**config.mk**
```make
export PLATFORM = sky130hd
export DESIGN_NAME = elevator_request_ctrl
export DESIGN_NICKNAME = d
export VERILOG_FILES = /design/src/rtl/elevator_pkg.sv /design/src/rtl/elevator_request_ctrl_door_sequencer.sv /design/src/rtl/elevator_request_ctrl.sv
export SDC_FILE = /design/constraint.sdc
export NUM_CORES = 1
export LEC_CHECK = 0
export ABC_CLOCK_PERIOD_IN_PS = 5400
export CORE_MARGIN = 5
export CORE_UTILIZATION = 23
export DETAILED_ROUTE_END_ITERATION = 6
export GPL_TIMING_DRIVEN = 0
export PLACE_DENSITY = 0.55
export SLEW_MARGIN = 20
export SYNTH_ARGS = -nofsm -noshare
export SYNTH_HDL_FRONTEND = slang
export SYNTH_SLANG_ARGS = --single-unit
```
**constraint.sdc**
```tcl
create_clock -name Clock -period 5.4 [get_ports Clock]
set_clock_uncertainty 0.15 [all_clocks]
set_input_delay 1.35 -clock Clock [delete_from_list [all_inputs] [get_ports Clock]]
set_output_delay 1.35 -clock Clock [all_outputs]
set_load 0.02 [all_outputs]
```
**src/rtl/elevator_pkg.sv**
```systemverilog
// Shared types and constants for the six-stop elevator request controller.
// Stops are indexed 0..5 = 1, 2, 2M, 3, 3M, 4.
package elevator_pkg;

  localparam int unsigned NUM_STOPS = 6;
  localparam int unsigned LED_W     = 10;

  typedef logic [NUM_STOPS-1:0] stops_t;

  // Bits 9 and 0 double as the motion interlock for the floor FSM.
  localparam logic [LED_W-1:0] DOOR_LED_MOVE = 10'b1000000001;
  localparam logic [LED_W-1:0] DOOR_LED_OPEN = 10'h3FF;
  localparam logic [LED_W-1:0] DOOR_LED_OFF  = 10'h000;

  typedef enum logic [1:0] {CLOSED, OPENING, OPEN, CLOSING} door_state_t;
  typedef enum logic [1:0] {IDLE, UP, DOWN} dir_state_t;

  // True only for exactly one bit set; zero and multi-hot are both invalid.
  function automatic logic is_one_hot(stops_t v);
    return (v != '0) && ((v & (v - stops_t'(1))) == '0);
  endfunction

endpackage

```
**src/rtl/elevator_request_ctrl_door_sequencer.sv**
```systemverilog
// door_sequencer: door FSM (CLOSED -> OPENING -> OPEN -> CLOSING -> CLOSED) with a
// shared down-counter that is reloaded on every state entry, so each timed state
// lasts exactly its configured number of cycles.
// Ports:
//   clk_i, rst_i       clock, asynchronous active-high reset
//   open_req_i         pending request at the present stop (CLOSED -> OPENING)
//   reopen_i           call button at the present stop (reloads OPEN, reopens CLOSING)
//   hold_i             door-hold button (freezes OPEN timer, reopens CLOSING)
//   floor_ok_i         present-stop vector is one-hot; when low, only timers run
//   state_o            current door state
//   entering_open_o    high in the cycle whose edge moves the door into OPEN
module door_sequencer
  import elevator_pkg::*;
#(
  parameter int unsigned TRANS_CYCLES = 2,
  parameter int unsigned HOLD_CYCLES  = 4
) (
  input  logic        clk_i,
  input  logic        rst_i,
  input  logic        open_req_i,
  input  logic        reopen_i,
  input  logic        hold_i,
  input  logic        floor_ok_i,
  output door_state_t state_o,
  output logic        entering_open_o
);

  localparam int unsigned MaxCyc = (TRANS_CYCLES > HOLD_CYCLES) ? TRANS_CYCLES : HOLD_CYCLES;
  localparam int unsigned CntW   = (MaxCyc > 1) ? $clog2(MaxCyc) : 1;

  localparam logic [CntW-1:0] TransLoad = CntW'(TRANS_CYCLES - 1);
  localparam logic [CntW-1:0] HoldLoad  = CntW'(HOLD_CYCLES - 1);

  door_state_t     state_d, state_q;
  logic [CntW-1:0] cnt_d, cnt_q, cnt_dec;
  logic            hold_act;

  // Hold may only push the door back open when the stop is valid.
  assign hold_act = hold_i & floor_ok_i;
  // Timers keep running while the stop is invalid but saturate at zero, so the
  // pending transition fires as soon as the stop becomes valid again.
  assign cnt_dec  = (cnt_q != '0) ? cnt_q - CntW'(1) : cnt_q;

  always_comb begin
    state_d         = state_q;
    cnt_d           = cnt_q;
    entering_open_o = 1'b0;
    unique case (state_q)
      CLOSED: begin
        if (open_req_i) begin
          state_d = OPENING;
          cnt_d   = TransLoad;
        end
      end
      OPENING: begin
        if (cnt_q == '0 && floor_ok_i) begin
          state_d         = OPEN;
          cnt_d           = HoldLoad;
          entering_open_o = 1'b1;
        end else begin
          cnt_d = cnt_dec;
        end
      end
      OPEN: begin
        if (reopen_i) begin
          cnt_d = HoldLoad;
        end else if (hold_act) begin
          cnt_d = cnt_q;
        end else if (cnt_q == '0 && floor_ok_i) begin
          state_d = CLOSING;
          cnt_d   = TransLoad;
        end else begin
          cnt_d = cnt_dec;
        end
      end
      CLOSING: begin
        if (reopen_i || hold_act) begin
          state_d = OPENING;
          cnt_d   = TransLoad;
        end else if (cnt_q == '0 && floor_ok_i) begin
          state_d = CLOSED;
          cnt_d   = '0;
        end else begin
          cnt_d = cnt_dec;
        end
      end
      default: begin
        state_d = CLOSED;
        cnt_d   = '0;
      end
    endcase
  end

  always_ff @(posedge clk_i or posedge rst_i) begin
    if (rst_i) begin
      state_q <= CLOSED;
      cnt_q   <= '0;
    end else begin
      state_q <= state_d;
      cnt_q   <= cnt_d;
    end
  end

  assign state_o = state_q;

endmodule

```
**src/rtl/elevator_request_ctrl.sv**
```systemverilog
// elevator_request_ctrl: latches call-button requests until served, sequences the
// door at the served stop and holds the travel direction while requests remain ahead.
// Optional feature: define ELEVATOR_DOOR_HOLD_EN to add the holdBtn door-hold input.
// Ports:
//   Clock, Reset   clock, asynchronous active-high reset
//   callBtn        per-stop call buttons (bit 0 = 1st .. bit 5 = 4th)
//   currentFloor   one-hot present stop from the floor FSM
//   holdBtn        door-hold button (ELEVATOR_DOOR_HOLD_EN only)
//   pendingReq     latched outstanding requests
//   Up, Down       registered travel direction
//   doorLed        door indication; bits 9 and 0 are the motion interlock
module elevator_request_ctrl
  import elevator_pkg::*;
#(
  parameter int unsigned TRANS_CYCLES = 2,
  parameter int unsigned HOLD_CYCLES  = 4
) (
  input  logic                 Clock,
  input  logic                 Reset,
  input  logic [NUM_STOPS-1:0] callBtn,
  input  logic [NUM_STOPS-1:0] currentFloor,
`ifdef ELEVATOR_DOOR_HOLD_EN
  input  logic                 holdBtn,
`endif
  output logic [NUM_STOPS-1:0] pendingReq,
  output logic                 Up,
  output logic                 Down,
  output logic [LED_W-1:0]     doorLed
);

  stops_t      pending_d, pending_q;
  dir_state_t  dir_d, dir_q;
  door_state_t door_state;
  logic        entering_open;
  logic        floor_ok;
  logic        floor_match;
  logic        floor_press;
  logic        hold;
  stops_t      clr;
  stops_t      below_mask;
  logic        above;
  logic        below;

`ifdef ELEVATOR_DOOR_HOLD_EN
  assign hold = holdBtn;
`else
  assign hold = 1'b0;
`endif

  assign floor_ok    = is_one_hot(currentFloor);
  assign floor_match = floor_ok & (|(pending_q & currentFloor));
  assign floor_press = floor_ok & (|(callBtn & currentFloor));

  // For a one-hot stop, (stop - 1) sets exactly the bits below it.
  assign below_mask = currentFloor - stops_t'(1);
  assign below      = |(pending_q & below_mask);
  assign above      = |(pending_q & ~(below_mask | currentFloor));

  door_sequencer #(
    .TRANS_CYCLES (TRANS_CYCLES),
    .HOLD_CYCLES  (HOLD_CYCLES)
  ) u_door (
    .clk_i           (Clock),
    .rst_i           (Reset),
    .open_req_i      (floor_match),
    .reopen_i        (floor_press),
    .hold_i          (hold),
    .floor_ok_i      (floor_ok),
    .state_o         (door_state),
    .entering_open_o (entering_open)
  );

  // Clear has priority over a same-cycle press on the same bit.
  always_comb begin
    clr = '0;
    if (floor_ok && (entering_open || door_state == OPEN)) begin
      clr = currentFloor;
    end
    pending_d = (pending_q | callBtn) & ~clr;
  end

  // Direction only moves while the door is shut and the stop is valid.
  always_comb begin
    dir_d = dir_q;
    if (door_state == CLOSED && floor_ok) begin
      unique case (dir_q)
        IDLE: begin
          if (above)      dir_d = UP;
          else if (below) dir_d = DOWN;
        end
        UP: begin
          if (above)      dir_d = UP;
          else if (below) dir_d = DOWN;
          else            dir_d = IDLE;
        end
        DOWN: begin
          if (below)      dir_d = DOWN;
          else if (above) dir_d = UP;
          else            dir_d = IDLE;
        end
        default: dir_d = IDLE;
      endcase
    end
  end

  always_ff @(posedge Clock or posedge Reset) begin
    if (Reset) begin
      pending_q <= '0;
      dir_q     <= IDLE;
    end else begin
      pending_q <= pending_d;
      dir_q     <= dir_d;
    end
  end

  always_comb begin
    doorLed = DOOR_LED_OFF;
    unique case (door_state)
      CLOSED:           doorLed = DOOR_LED_OFF;
      OPENING, CLOSING: doorLed = DOOR_LED_MOVE;
      OPEN:             doorLed = DOOR_LED_OPEN;
      default:          doorLed = DOOR_LED_OFF;
    endcase
  end

  assign pendingReq = pending_q;
  assign Up         = (dir_q == UP);
  assign Down       = (dir_q == DOWN);

endmodule

```
==> run summary <==
Worst r2r src -> u_door.state_o[0]$_DFFE_PP0P_
Initial Util -> 24.1%
Root Driver -> clkbuf_8
DRC Markers -> 0
Clock Pin Slew Worst Setup and Hold Paths -> 0.05 ns
Main combinational cell family by area after synthesis -> compound AO/OA/AOI/OAI gates
Post-CTS setup buffer count -> 0
Via density -> 4.86
CP delay by family, top -> simple AND/OR/NAND/NOR gates
Clock Sinks -> 12
Die Wd -> 78.2 um
Yosys cell types -> 29
Design area -> 1490 sq um
Final hold violation count -> 0
Ys async rst share -> 100%
Total track usage -> 9.94%
Proportion of synthesized area in mux cells -> 1.40%
First-pass GRT wire length -> 4740 um
Largest cells by area after synthesis -> dfrtp_1 (28%), ha_1 (20%), a22oi_1 (6.3%), inv_1 (6.0%), buf_4 (5.6%)
Mean cell area of the mapped netlist -> 8.85 sq um
Largest area contributor in the netlist -> dfrtp_1
Final Routed Wirelength -> 2910 um
Wl on met1 -> 1220 um
Critical path type -> in -> reg
Post-Synth XOR/XNOR Area -> 0%
I/O Pins -> 32
Worst hold margin -> 0.380 ns
Max cap viols -> 0
PwrDens -> 430 nW/um^2
Mapped Nets -> 152
Final min period -> 4.34 ns
Power consumption -> 639 uW
Wirelength per Cell -> 14.0 um
Antenna-violating nets left -> 0
Cts hold-fix bufs -> 0
Startpoint types -> input port
Filler cells -> 461
Fmax -> 231 MHz
Simple-gate share of the synthesized area -> 13.8%
Synth Flop Type -> dfrtp_1
Final setup fails -> 0
Status -> finished clean
Register area share after synthesis -> 28.0%
Fin util -> 33.5%
Worst EP required -> 5.38 ns
Worst setup path start -> currentFloor[0]
DP Area -> 1450 sq um
Post-synth EDFFs -> 0
Row count -> 24
Maximum VDD drop -> 0.135 mV
Seq cells post-synth -> 12
DR WL met2 -> 1410 um
IO Port Bufs -> 31
Netlist Area Pre-Place -> 1070 sq um
Top-area cell type share of the netlist area -> 28.0%
Multi-input combinational cell area -> 647 sq um
Number of diodes -> 0
Area growth from synthesis to layout -> 38.9%
Initial DRT Pass Iterations -> 4
Max stage delay on crit path -> 0.53 ns
CP arrival -> 4.31 ns
Largest net degree at the start of global routing -> 13
Buf+Inv Stages, Crit Path -> 2
Post-DP HPWL -> 2400 um
Layout cell share with drive strength beyond 1 -> 10.3%
Slowest stage cell, crit path -> clkdlybuf4s50_1
CTS tree -> built
Top Layer Used -> met4
Post_cts resized -> 0
Initial drt markers -> 41
Slew at the pin closest to its max-slew limit -> 0.524 ns
Unrepaired setup endpoints after global routing -> false
Synth Instances -> 121
Fin nets -> 188
Latest clock arrival within the worst-skew pair -> 0.24 ns
Gp weighted congestion -> 0.800
FF/Latch Area -> 300 sq um
Core ar. -> 4440 sq um
Most instantiated cells after synthesis -> ha_1 (17), inv_1 (17), dfrtp_1 (12), nor2_1 (12), a22oi_1 (9)
Synth Area in Compound Gates -> 25.4%
YS warnings -> 0
Synth Area in Adders -> 19.9%
Die area -> 6120 sq um
P_leak -> 0.652 nW
Vias post-DR -> 1006
Crit-path cells -> clkdlybuf4s50_1 -> inv_1 -> nand3_1 -> or3_1 -> ha_1 -> nor3_1 -> o311ai_4 -> a2111oi_0 -> a211oi_2 -> nor2_1 -> mux2_4
TNS Setup -> 0 ns
Worst hold path type -> reg -> reg
CP endpoint kind -> register
Grt ovf -> 0
CTS H-tree depth -> 1
Met3 routed WL -> 169 um
Clock buffer depth -> 2
Antenna violations before repair -> 0
CP max FO -> 6
Slew Viols, Final -> 0
Rel. slew slack -> 64.2%
Tcrit/Tclk final -> 80.3%
CTS Buf Count -> 3
Via count of the first global-routing pass -> 1057
Worst hold start -> dir_q[1]$_DFFE_PP0P_
Die Span Y -> 78.2 um
-- worst reg2reg max path: cells and delay by family (launching register included) --
kind,cells,cell delay (ns)
AO/OA/AOI/OAI,2,0.64
flip-flops,1,0.41
buffers and inverters,1,0.12
adder cells (fa/ha/maj),1,0.28
multiplexers,1,0.31
AND/OR/NAND/NOR,1,0.15
-- kinds of logic (layout without fill, tap and decap cells) --
family / Yosys count / after routing
AO/OA/AOI/OAI: 36 / 36
adder cells (fa/ha/maj): 17 / 17
buffers and inverters: 25 / 59
flip-flops: 12 / 12
multiplexers: 1 / 1
AND/OR/NAND/NOR: 30 / 30
-- metal layers --
layer,vias up,track usage (%)
met5,-,0
met4,0,7.17
met3,8,1.14
met2,46,17.7
met1,462,10.9
li1,490,-
-- where the power goes --
group / switching (mW) / internal [mW] / leakage, nW
Clock: 0.0318 / 0.0491 / 0.0216
Sequential: 0.0277 / 0.113 / 0.129
Combinational: 0.205 / 0.213 / 0.501
-- placed cells by master (no fill, tap or decap), drive strengths merged, types with 2 or more instances in the layout --
| master | n |
|---|---|
| clkdlybuf4s50 | 31 |
| inv | 17 |
| ha | 17 |
| nor2 | 12 |
| dfrtp | 12 |
| a22oi | 9 |
| buf | 8 |
| o21ai | 7 |
| a21oi | 6 |
| nand2 | 4 |
| nor2b | 4 |
| nor3 | 3 |
| nand3 | 3 |
| clkbuf | 3 |
| a31oi | 2 |
| o41ai | 2 |
| a2bb2oi | 2 |
-- sequential cells by signal (all words and copies together), names as in the netlist --
register        flops
pendingReq          6
u_door.state_o      2
u_door.cnt_q        2
dir_q               2
-- worst paths after layout --
| path | end | slack, ns | depth (start not counted) |
|---|---|---|---|
| max reg2reg | u_door.state_o[1]$_DFFE_PP0P_ | 3.23 | 6 |
| max in group asynchronous | u_door.cnt_q[1]$_DFFE_PP0P_ | 3.50 | 2 |
| max | u_door.state_o[1]$_DFFE_PP0P_ | 1.06 | 11 |
| min reg2reg | dir_q[1]$_DFFE_PP0P_ | 0.38 | 1 |
| min | dir_q[1]$_DFFE_PP0P_ | 0.38 | 1 |
| min in group asynchronous | u_door.state_o[1]$_DFFE_PP0P_ | 1.28 | 2 |
-- cell type report --
cell class	instances	share of cell area [%]
buffer	8	4.04
inverter	17	4.29
sequential	12	20.2
clock buffer	3	2.78
timing repair buffer	31	20.9
tap	52	4.37
multi-input combinational	84	43.5
-- metrics by stage --
stage / worst slack (ns) / std cells
after floorplan: 1.73 / 121
after global placement: 0.961 / 204
after detailed placement: 0.781 / 204
after CTS: 1.05 / 207
after global routing: 0.912 / 207
final: 1.06 / 207
No activity file was read; power rests on OpenSTA's default activity.
